File: src/rtl/filt_pkg.sv
// Shared definitions for the lowpass filter output path.
package filt_pkg;

  localparam int SAMPLE_W = 16;

  // Serial transmitter states; explicit encoding keeps the legacy bit values.
  typedef enum logic [0:0] {
    IDLE  = 1'b0,
    SHIFT = 1'b1
  } tx_state_t;

endpackage

File: src/rtl/sample_fifo2.sv
// Two-entry first-in first-out buffer with occupancy count.
// Push is ignored when full and pop is ignored when empty.
module sample_fifo2
  import filt_pkg::*;
#(
  parameter int W = SAMPLE_W
) (
  input  logic         clk,
  input  logic         rst_n,
  input  logic         push,
  input  logic         pop,
  input  logic [W-1:0] din,
  output logic [W-1:0] dout,
  output logic [1:0]   count
);

  logic [W-1:0] head;
  logic [W-1:0] tail;
  logic         do_push;
  logic         do_pop;

  assign do_push = push && (count != 2'd2);
  assign do_pop  = pop && (count != 2'd0);
  assign dout    = head;

  // Head always holds the oldest word; tail only used when two are stored.
  always_ff @(posedge clk or negedge rst_n) begin
    if (!rst_n) begin
      head  <= '0;
      tail  <= '0;
      count <= '0;
    end else begin
      case ({do_push, do_pop})
        2'b10: begin
          if (count == 2'd0) head <= din;
          else               tail <= din;
          count <= count + 2'd1;
        end
        2'b01: begin
          head  <= tail;
          count <= count - 2'd1;
        end
        2'b11: begin
          // Simultaneous push/pop only happens with one word stored.
          head <= din;
        end
        default: ;
      endcase
    end
  end

endmodule

File: src/rtl/sample_serial_tx.sv
// Serial transmitter for filtered samples: buffers words in a 2-entry FIFO
// and shifts each one out MSB-first on sclk/sdata with a frame sync on the MSB.
module sample_serial_tx
  import filt_pkg::*;
#(
  parameter int DATA_W  = SAMPLE_W,
  parameter int CLK_DIV = 4
) (
  input  logic              clk,
  input  logic              rst_n,
  input  logic [DATA_W-1:0] s_data,
  input  logic              s_valid,
  output logic              s_ready,
  output logic              sclk,
  output logic              sdata,
  output logic              fs,
  output logic              busy
);

  localparam int DIV_W = (CLK_DIV > 1) ? $clog2(CLK_DIV) : 1;
  localparam int BC_W  = (DATA_W > 1) ? $clog2(DATA_W) : 1;

  tx_state_t         state;
  tx_state_t         state_nx;
  logic [DIV_W-1:0]  div;
  logic [BC_W-1:0]   bitcnt;
  logic [DATA_W-1:0] shreg;
  logic [DATA_W-1:0] fifo_dout;
  logic [1:0]        count;
  logic              fifo_ne;
  logic              push;
  logic              pop;
  logic              tick;
  logic              fall;
  logic              last_bit;
  logic              busy_nx;

  sample_fifo2 #(.W(DATA_W)) u_fifo (
    .clk   (clk),
    .rst_n (rst_n),
    .push  (push),
    .pop   (pop),
    .din   (s_data),
    .dout  (fifo_dout),
    .count (count)
  );

  assign fifo_ne  = (count != 2'd0);
  assign s_ready  = rst_n && (count != 2'd2);
  assign push     = s_valid && s_ready;
  assign tick     = (state == SHIFT) && (div == DIV_W'(CLK_DIV - 1));
  assign fall     = tick && sclk;
  assign last_bit = (bitcnt == BC_W'(DATA_W - 1));
  assign pop      = fifo_ne && ((state == IDLE) || (fall && last_bit));

  // Registered busy: a word landing in an idle FIFO only raises busy once it is
  // popped, while a push coinciding with the return to IDLE keeps busy high.
  assign busy_nx = (state_nx == SHIFT) || ((state == SHIFT) && push);

  // Next-state decode.
  always_comb begin
    state_nx = state;
    case (state)
      IDLE:    if (fifo_ne) state_nx = SHIFT;
      SHIFT:   if (fall && last_bit && !fifo_ne) state_nx = IDLE;
      default: state_nx = IDLE;
    endcase
  end

  // FSM, sclk divider, bit counter and shift register.
  always_ff @(posedge clk or negedge rst_n) begin
    if (!rst_n) begin
      state  <= IDLE;
      div    <= '0;
      bitcnt <= '0;
      shreg  <= '0;
      sclk   <= 1'b0;
      sdata  <= 1'b0;
      fs     <= 1'b0;
      busy   <= 1'b0;
    end else begin
      state <= state_nx;
      busy  <= busy_nx;
      case (state)
        IDLE: begin
          div  <= '0;
          sclk <= 1'b0;
          if (fifo_ne) begin
            shreg  <= fifo_dout;
            sdata  <= fifo_dout[DATA_W-1];
            fs     <= 1'b1;
            bitcnt <= '0;
          end else begin
            sdata <= 1'b0;
            fs    <= 1'b0;
          end
        end
        SHIFT: begin
          if (tick) begin
            div  <= '0;
            sclk <= ~sclk;
          end else begin
            div <= div + DIV_W'(1);
          end
          if (fall) begin
            if (!last_bit) begin
              shreg  <= shreg << 1;
              sdata  <= shreg[DATA_W-2];
              bitcnt <= bitcnt + BC_W'(1);
              fs     <= 1'b0;
            end else if (fifo_ne) begin
              shreg  <= fifo_dout;
              sdata  <= fifo_dout[DATA_W-1];
              bitcnt <= '0;
              fs     <= 1'b1;
            end else begin
              sdata  <= 1'b0;
              fs     <= 1'b0;
              bitcnt <= '0;
            end
          end
        end
        default: ;
      endcase
    end
  end

endmodule

File: config.mk
export PLATFORM = sky130hd
export DESIGN_NAME = sample_serial_tx
export DESIGN_NICKNAME = d
export VERILOG_FILES = /design/src/rtl/filt_pkg.sv /design/src/rtl/sample_fifo2.sv /design/src/rtl/sample_serial_tx.sv
export SDC_FILE = /design/constraint.sdc
export NUM_CORES = 1
export LEC_CHECK = 0
export ABC_AREA = 1
export BUFFER_PORTS_ARGS = -buffer_cell sky130_fd_sc_hd__buf_2
export CORE_MARGIN = 2
export CORE_UTILIZATION = 59
export CTS_CLUSTER_DIAMETER = 50
export DETAILED_ROUTE_END_ITERATION = 8
export PLACE_DENSITY = 0.85
export SYNTH_ARGS = -nofsm -noshare
export SYNTH_HDL_FRONTEND = slang
export SYNTH_SLANG_ARGS = --single-unit
File: constraint.sdc
create_clock -name clk -period 3.1 [get_ports clk]
set_clock_uncertainty 0.2 [all_clocks]
set_input_delay 0.465 -clock clk [delete_from_list [all_inputs] [get_ports clk]]
set_output_delay 0.465 -clock clk [all_outputs]
set_load 0.03 [all_outputs]
==> implementation parameters, run 1 <==
Parameter                              Value

Clock tree
  Buffer type at the clock tree root    clkbuf_8
  Number of hold-repair buffers added at the cts stage    0
  Clock edge transition at the registers on the reported setup and hold paths    ~0.07 ns
  Max Root-Sink Buffers    2
  Post-CTS sizing    0
  Number of post-CTS setup repair buffers    0
  Clock tree from TritonCTS    yes
  Clk sinks    60
  TritonCTS Buffers    9
  Clk Latency, worst-skew pair    0.34 ns
  Clock H-tree levels    3

Critical path
  Data required time at the worst endpoint    3.13 ns
  Startpoint of the worst register-to-register path    div[0]
  Critical path arrival    2.66 ns
  Startpoint kind of the worst setup timing path    flop
  Number of cells traversed by the worst register-to-register path    8
  Critical Path Sink    u_fifo.tail[7]
  Kind of end point of the critical path    flop
  FF-to-FF setup slack    0.48 ns
  Reg-to-Reg End    u_fifo.tail[7]
  Kind of critical path    flop to flop
  Worst Path Max Fanout    32
  Worst setup path start    div[0]

Synth
  Sequential element share of the synthesized area    51.8%
  Synthesis Warnings    0
  Post-synthesis average cell area    8.01 um^2
  Synthesized Nets    just under 400
  Count of distinct cell types in the synthesized netlist    25
  Cells after Synth    between 300 and 400
  Synthesized flop and latch total    60
  Post-synthesis cell area    between 2000 and 3000 um^2

Global routing
  First-pass GRT wire length    approximately 9400 um
  Overall fraction of global-route tracks in use    22.6%
  Number of global-route vias before repair    2115
  Congestion Overflow GR    0
  Pin count of the biggest net entering global routing    between 60 and 70
  Number of antenna violations at the first check in global routing    0

Floorplan
  Effective utilization at floorplan    61.4%
  Die width    74.1 um
  Overall die height    74.1 um
  Die Footprint    5490 um^2
  Ports placed on the boundary    24
  Cell Rows    25
  Core area    4720 um^2

Finish
  Fraction of layout cells with a size suffix above 1    15.1%
  Most common cell after layout, fill and taps aside    nand2_1
  Area growth, synth to finish    11.0%
  Final net count    slightly above 400
  Ant. Diodes    0
  Most frequent cells in the layout    nand2_1 (170), dfrtp_1 (60), o21ai_0 (35)

STA
  Setup slack of the critical path after layout    0.477 ns
  Unrepaired setup endpoints after global routing    false
  Final-layout worst hold slack    0.0963 ns
  Timing-limited maximum frequency    roughly 380 MHz
  Worst relative slew slack    between 30% and 40%
  Final setup violation count    0
  Final critical-path required period    2.62 ns
  Setup tns final    0 ns
  Count of final max-slew check failures    0
  Period Utilization, post-route    ~85%
  Hold violation total from the final report    0
  Worst Tran Pin Value    0.950 ns

Route
  Post-detailed-routing wire length    5210 um
  Routed wire length per instance    ~11 um
  Total via count after detailed routing    2261
  Remaining routing DRC violations    0
  Remaining antenna violation count    0
  First-iteration detailed-routing DRC count    227
  Via count normalized by instance count    4.95
  Total iterations of the first detailed-routing run    4

Min path
  Hold WC Path Type    input port to async pin

Power
  Pwr Density    689 nW/um^2
  Max rail drop VDD    0.560 mV
  Lkg Pwr    1.77 nW

Run
  Count of max-cap constraint violations    0

Status
  Outcome    completed

Placed design
  Place WS    0.515 ns
  Last weighted congestion value of the routability-driven placer    0.801
  Detailed placement HPWL    3380 um
  Number of port buffers    23
[per-layer routing]
layer | global-route usage (%) | routed length (um) | up-vias
met5 | 0 | 0 | -
met4 | 12.5 | 133 | 0
met3 | 3.79 | 182 | 13
met2 | 33.5 | 2320 | 49
met1 | 31.9 | 2580 | 1031
li1 | - | - | 1168
[worst max-delay path, stage by stage (launching register included)]
cell and delay [ns]:
dfrtp_1 0.40, ha_1 0.27, a21oi_4 0.22, nor2_2 0.06, nand2_2 0.07, buf_4 0.24, ha_1 0.18, nand2_1 0.47
o21ai_0 0.39
[cell type report]
class	instances	area [um^2]
well taps	67	83.8
multi-input cells	255	1170
clock inverters	1	30.0
inverters	33	124
fillers	381	1510
repair buffers	26	138
clock buffers	15	166
flip-flops and latches	60	1500
[power breakdown]
part | leakage [nW] | internal [mW] | total (mW) | switching, mW
clock | 0.0979 | 0.417 | 0.704 | 0.287
combinational | 0.926 | 0.158 | 0.379 | 0.221
sequential | 0.744 | 0.996 | 1.14 | 0.139
[synthesized netlist by cell type]
cell / instances / area, um^2
nor2_1: 6 / 22.5
nand3_2: 8 / 80.1
ha_1: 4 / 50.1
buf_6: 3 / 33.8
o21ai_2: 1 / 8.76
buf_4: 1 / 7.51
nor2_2: 1 / 6.26
a22oi_1: 1 / 7.51
o211ai_1: 1 / 7.51
nand2_2: 3 / 18.8
buf_12: 1 / 20.0
nand3_1: 15 / 75.1
a21oi_1: 4 / 20.0
inv_1: 29 / 109
or2_2: 1 / 6.26
a21oi_2: 1 / 8.76
a21oi_4: 2 / 32.5
nand2_1: 170 / 638
xor2_1: 1 / 8.76
xnor2_1: 1 / 8.76
dfrtp_1: 60 / 1500
clkbuf_1: 6 / 22.5
o21ai_0: 35 / 175
buf_2: 3 / 15.0
inv_2: 4 / 15.0
[sequential cells by signal (all words and copies together), names as in the netlist]
| signal | flops |
|---|---|
| fs | 1 |
| div | 2 |
| state | 1 |
| u_fifo.tail | 16 |
| sclk | 1 |
| busy | 1 |
| u_fifo.count | 2 |
| u_fifo.dout | 16 |
| shreg | 15 |
| sdata | 1 |
| bitcnt | 4 |
[cells by family after synthesis]
family	share of synthesized area (%)
AO/OA/AOI/OAI	8.98
XOR/XNOR	0.604
adder cells (fa/ha/maj)	1.73
buffers and inverters	7.68
flip-flops	51.8
AND/OR/NAND/NOR	29.2
[how the worst min path moves through the flow]
stage / slack, ns / endpoint / cells after the start / startpoint
2_1_floorplan: -0.03 / bitcnt[0] / 0 / rst_n
3_3_place_gp: 0.22 / div[0] / 1 / div[0]
3_5_place_dp: 0.26 / shreg[7] / 2 / shreg[7]
4_1_cts: 0.12 / div[1] / 2 / rst_n
5_1_grt: 0.19 / div[1] / 2 / rst_n
6_report: 0.1 / div[1] / 2 / rst_n
[per-stage QoR]
step	util [%]	std cells	area [um^2]	power, mW
after floorplan	-	362	2900	1.41
after global placement	64.0	441	3020	1.50
after detailed placement	64.0	441	3020	1.52
after CTS	68.1	457	3220	2.23
after global routing	68.1	457	3220	2.35
final	68.1	457	3220	2.22
No activity file was read; power rests on OpenSTA's default activity.
==> run 2, diff against run 1 <==
Settings changed: CORE_UTILIZATION 59 to 53, PLACE_DENSITY 0.85 to 0.81.
Clock period 3.1 ns to 2.1 ns, I/O delays scaled along.
==> run 2 against run 1 <==
Non-clock buffer count rose by 8. Clock power grew 45%. Total power is 49% higher. Global-route usage decreased by 2.5 points. Sequential share of layout area decreased by 1.9 points. Count of clock-buffer cells in the layout rose by 1. Sequential power grew 46%. Die area up 11%. Critical path depth increased by 2. Maximum frequency rose by 32%. Largest cell class unchanged.
==> implementation parameters, run 2 (synthesis gave the netlist of run 1 again) <==
Parameter                              Value

Status
  Outcome    completed

Critical path
  Kind of critical path    flop to flop
  Data required time at the worst endpoint    about 2.2 ns
  FF-to-FF setup slack    0.12 ns
  Critical path arrival    2.05 ns
  Worst-path cell chain    ha_2 > a21oi_4 > nor2_2 > nand2_2 > inv_1 > ha_4 > buf_12 > o21ai_0 > nand2_1 > nand2_1
  Max stage delay on crit path    0.39 ns
  Kind of end point of the critical path    flop
  Startpoint kind of the worst setup timing path    flop
  Sum of buffers and inverters on the critical path    2
  Worst Path Max Fanout    33
  Top Family by Delay on Critical Path    flip-flops
  CP max stage cell    dfrtp_1
  Top cell by count, worst path    nand2_1

Power
  Pwr Density    984 nW/um^2
  Lkg Pwr    1.82 nW
  PnR Total Power    approximately 3.3 mW
  Max rail drop VDD    0.691 mV

Route
  First-iteration detailed-routing DRC count    around 170
  Routed wire length per instance    11.6 um
  Remaining antenna violation count    0
  Total iterations of the first detailed-routing run    4
  Total via count after detailed routing    roughly 2300
  Via count normalized by instance count    4.94
  Remaining routing DRC violations    0
  Post-detailed-routing wire length    5420 um

Global routing
  Number of global-route vias before repair    2243
  First-pass GRT wire length    9590 um
  Congestion Overflow GR    0
  Number of antenna violations at the first check in global routing    0
  Overall fraction of global-route tracks in use    20.1%
  Pin count of the biggest net entering global routing    61

Finish
  Most common cell after layout, fill and taps aside    nand2_1
  FF+latch area    1500 um^2
  Fraction of layout cells with a size suffix above 1    18.3%
  Multi-input gate area in the final layout    roughly 1200 um^2
  Area growth, synth to finish    15.7%
  Ant. Diodes    0
  Most frequent cells in the layout    nand2_1 (169), dfrtp_1 (60), o21ai_0 (34)
  Number of fillers in the final layout    approximately 440
  Final net count    416

Floorplan
  Die width    ~78 um
  Ports placed on the boundary    24
  Overall die height    78.0 um
  Cell Rows    26
  Die Footprint    6080 um^2
  Core area    roughly 5200 um^2
  Effective utilization at floorplan    a little under three fifths

Clock tree
  Clk Latency, worst-skew pair    0.33 ns
  TritonCTS Buffers    9
  Clock H-tree levels    3
  Number of post-CTS setup repair buffers    0
  Clk sinks    60
  Max Root-Sink Buffers    2
  Buffer type at the clock tree root    clkbuf_8
  Clock edge transition at the registers on the reported setup and hold paths    0.06 ns
  Clock tree from TritonCTS    yes
  Post-CTS sizing    0

STA
  Timing-limited maximum frequency    505 MHz
  Final critical-path required period    1.98 ns
  Period Utilization, post-route    94.3%
  Worst relative slew slack    50.4%
  Unrepaired setup endpoints after global routing    false
  Count of final max-slew check failures    0
  Hold violation total from the final report    0
  Setup tns final    0 ns
  Worst Tran Pin Value    0.744 ns
  Final setup violation count    0

Placed design
  Last weighted congestion value of the routability-driven placer    a little under 0.8
  Detailed placement HPWL    3710 um
  Number of port buffers    23

Min path
  Hold WC Path Type    input port to flop

Run
  Count of max-cap constraint violations    0
==> run 2: final timing paths <==
kind / start / endpoint / depth (start not counted)
min in group asynchronous: rst_n / u_fifo.tail[0] / 3
max in group asynchronous: rst_n / u_fifo.tail[15] / 3
max: div[0] / u_fifo.dout[12] / 10
min: s_data[7] / u_fifo.tail[7] / 3
min reg2reg: div[0] / div[0] / 1
max reg2reg: div[0] / u_fifo.dout[12] / 10
==> run 2: metrics by stage <==
step	util [%]	instance area (um^2)	setup slack, ns	hold WS [ns]	instances
CTS	64.4	3350	0.126	0.0403	468
global route	64.4	3350	0.00386	0.0625	468
detailed placement	60.4	3140	0.149	0.240	451
finish	64.4	3350	0.120	0.0457	468
floorplan	-	2970	0.000201	-0.181	362
global placement	60.4	3140	0.195	0.224	451
==> run 2: what timing repair did <==
action | in CTS | in global routing
endpoints found under the hold margin | 60 | 0
hold buffers | 1 | 0
endpoints found under the setup margin | 0 | 0
==> run 2: per-layer routing <==
metal | global-route usage [%] | up-vias | routed length, um | part of all wire (%)
met4 | 10.7 | 0 | 122 | 2.3
met5 | 0 | - | 0 | 0
met2 | 32.1 | 50 | 2530 | 47
met1 | 26.1 | 1065 | 2580 | 48
li1 | - | 1186 | - | -
met3 | 3.60 | 11 | 187 | 3.5
==> run 2: cell type report <==
class                           instances  area share (%)
Tap cell                               70            2.61
Sequential cell                        60            44.8
Timing Repair Buffer                   34            6.72
Multi-Input combinational cell        255            36.2
Clock buffer                           16            5.97
Inverter                               33            3.69
==> run 2: where the power goes <==
group / total (mW) / switching (mW) / internal (mW)
clock network: 1.02 / 0.425 / 0.592
registers: 1.67 / 0.202 / 1.47
logic: 0.613 / 0.342 / 0.271
total: 3.30 / 0.970 / 2.33
==> run 2: tightest hold or removal path: stages <==
cell     delay, ns
buf_2         0.09
inv_1         0.05
o21ai_0       0.08
==> run 3, diff against run 2 <==
Settings changed: ABC_AREA 1 to unset, GPL_TIMING_DRIVEN set to 0.
==> run 3 against run 2 <==
The run now ends with negative hold slack left. Wire length rose by 16%. Cell area is 9.5% higher. Register-to-register slack got worse by 0.08 ns. Via count shrank 13%. Largest power group unchanged. Utilization up 7.5 points. First-iteration DRC count fell by 43%. Highest routed layer unchanged. Count of clock-buffer cells in the layout fell by 3. Hold slack worse by 0.30 ns. Sequential share of layout area fell by 3.7 points. Total power grew 18%. Setup slack worse by 0.079 ns.
==> implementation parameters, run 3 <==
Parameter                              Value

Clock tree
  Clk sinks    60
  Clock tree from TritonCTS    yes
  Clk Latency, worst-skew pair    0.34 ns
  Max Root-Sink Buffers    2
  Clock H-tree levels    3
  Clock edge transition at the registers on the reported setup and hold paths    0.07 ns
  Buffer type at the clock tree root    clkbuf_8
  TritonCTS Buffers    9

STA
  Worst Tran Pin Value    0.553 ns
  Timing-limited maximum frequency    486 MHz
  Final setup violation count    0
  Setup tns final    0 ns
  Final critical-path required period    2.06 ns
  Count of final max-slew check failures    0
  Worst relative slew slack    63.1%
  Hold violation total from the final report    60
  Final-layout worst hold slack    -0.252 ns
  Setup slack of the critical path after layout    0.0410 ns
  Unrepaired setup endpoints after global routing    true
  Period Utilization, post-route    98.0%

Global routing
  Congestion Overflow GR    0
  Overall fraction of global-route tracks in use    22.0%
  Number of antenna violations at the first check in global routing    0
  Number of global-route vias before repair    2016
  First-pass GRT wire length    9980 um
  Pin count of the biggest net entering global routing    63

Route
  Total via count after detailed routing    2020
  Remaining routing DRC violations    0
  Routed wire length per instance    17.3 um
  Remaining antenna violation count    0
  First-iteration detailed-routing DRC count    95
  Post-detailed-routing wire length    6290 um
  Total iterations of the first detailed-routing run    4
  Via count normalized by instance count    5.56

Finish
  Final standard cell utilization of the core    71.9%
  Fin area    3670 um^2
  Fraction of layout cells with a size suffix above 1    52.2%
  Final net count    around 310
  Multi-input gate area in the final layout    around 1400 um^2
  Ant. Diodes    0
  Number of fillers in the final layout    348
  FF+latch area    around 1500 um^2
  Area growth, synth to finish    31.2%
  Most frequent cells in the layout    dfrtp_1 (55), buf_2 (25), a21oi_1 (25)
  Most common cell after layout, fill and taps aside    dfrtp_1

Placed design
  Placed Instance Area    3120 um^2
  Number of port buffers    23
  Place WS    -0.814 ns
  Last weighted congestion value of the routability-driven placer    0.775
  Detailed placement HPWL    3380 um

Status
  Outcome    complete, but fails checks
  Failing checks    negative hold slack

Synth
  Library cell with the largest summed area after synthesis    dfrtp_1
  Area contributors post-synth    dfrtp_1 (54%), mux2i_1 (5.7%), o221a_2 (5.2%)
  Share of flip-flops with an asynchronous set or reset after synthesis    100%
  Post-synthesis cell area    2800 um^2
  Most used standard cells in the synthesized netlist    dfrtp_1 (60), a21oi_1 (25), mux2i_1 (16)
  Count of distinct cell types in the synthesized netlist    41
  Commonest register cell after synthesis    dfrtp_1
  Synthesized flop and latch total    60
  Cell with the most instances after synthesis    dfrtp_1
  Sequential element share of the synthesized area    roughly 54%
  Post-synthesis average cell area    ~12 um^2
  Fraction of post-synthesis cell area in the top cell type by area    53.6%
  Cells after Synth    233
  Synthesis Warnings    0
  Synthesized Nets    256
  Number of synthesized flops with an enable pin    0

Floorplan
  Effective utilization at floorplan    roughly 55%
  Core area    ~5100 um^2
  Ports placed on the boundary    24
  Overall die height    about 77 um
  Die Footprint    5880 um^2
  Die width    76.7 um
  Cell Rows    26

Critical path
  Kind of critical path    flop to flop
  Data required time at the worst endpoint    2.12 ns
  Critical path arrival    2.08 ns
  Startpoint kind of the worst setup timing path    flop
  Kind of end point of the critical path    flop
  Worst Path Max Fanout    10
  Number of cells traversed by the worst register-to-register path    9

Power
  Pwr Density    approximately 1100 nW/um^2
  Lkg Pwr    1.67 nW
  Max rail drop VDD    0.781 mV

Run
  Count of max-cap constraint violations    0

Min path
  Hold WC Path Type    input port to async pin
[run 3: cell count changes after synthesis, sizes merged, moves of 4 or more]
cell / change
nand2: -159
inv: -30
o21ai: -29
a21oi: +28
nand3: -19
mux2: +17
mux2i: +16
o221a: +13
or2: +13
and2: +4
buf: +4
[run 3: worst max-delay path: stages, from the launching register on]
cell and delay [ns]:
dfrtp_2 0.39, ha_4 0.15, nand3_4 0.08, buf_4 0.14, buf_4 0.14, o211ai_4 0.27, and2_1 0.18, buf_4 0.15
buf_8 0.16, a21oi_2 0.07
[run 3: per-layer routing]
layer / up-vias / share of wire (%) / track usage, %
li1: 952 / - / -
met1: 1008 / 45 / 29.2
met2: 45 / 49 / 33.7
met3: 15 / 3.7 / 4.59
met4: 0 / 2.7 / 12.5
met5: - / 0 / 0
[run 3: what timing repair did]
item | CTS | global route
pin swaps | 6 | 1
hold endpoints to repair | 60 | 60
setup buffers | 15 | 7
endpoints found under the setup margin | 35 | 32
resized for setup | 20 | 26
gates cloned | 1 | 1
[run 3: worst paths after layout]
kind                            from  slack [ns]              end
hold / removal                 rst_n       -0.25  u_fifo.count[1]
max in group asynchronous      rst_n        1.55             sclk
setup reg to reg           bitcnt[0]        0.04  u_fifo.dout[14]
hold reg to reg               div[0]        0.28           div[0]
setup / recovery           bitcnt[0]        0.04  u_fifo.dout[14]
min in group clk           s_data[9]        0.02   u_fifo.tail[9]
[run 3: per-stage QoR]
step           power, mW  hold WS (ns)  std cells
2_1_floorplan       2.51        -0.181        233
3_3_place_gp        2.70         0.228        326
3_5_place_dp        2.75         0.233        326
4_1_cts             3.80        -0.235        356
5_1_grt             4.11        -0.210        363
6_report            3.90        -0.252        363
[run 3: layout make-up]
| class | count | share of cell area (%) |
|---|---|---|
| Tap cell | 70 | 2.39 |
| Multi-Input combinational cell | 155 | 38.7 |
| Buffer | 13 | 3.30 |
| Timing Repair Buffer | 47 | 9.54 |
| Inverter | 3 | 0.375 |
| Clock inverter | 2 | 0.273 |
| Sequential cell | 60 | 41.1 |
| Clock buffer | 13 | 4.33 |
[run 3: kinds of logic (layout without fill, tap and decap cells)]
group / after synthesis / in the layout / synth area share, %
simple gates: 48 / 48 / 9.16
xor+xnor: 4 / 4 / 1.25
flops: 60 / 60 / 53.6
fa+ha+maj: 4 / 4 / 1.79
compound gates: 66 / 66 / 17.9
mux: 33 / 33 / 12.6
buf+inv: 18 / 78 / 3.67
[run 3: power breakdown]
group	internal [mW]	total, mW	switching, mW
logic	0.639	1.25	0.608
clock network	0.483	0.911	0.429
registers	1.50	1.75	0.249
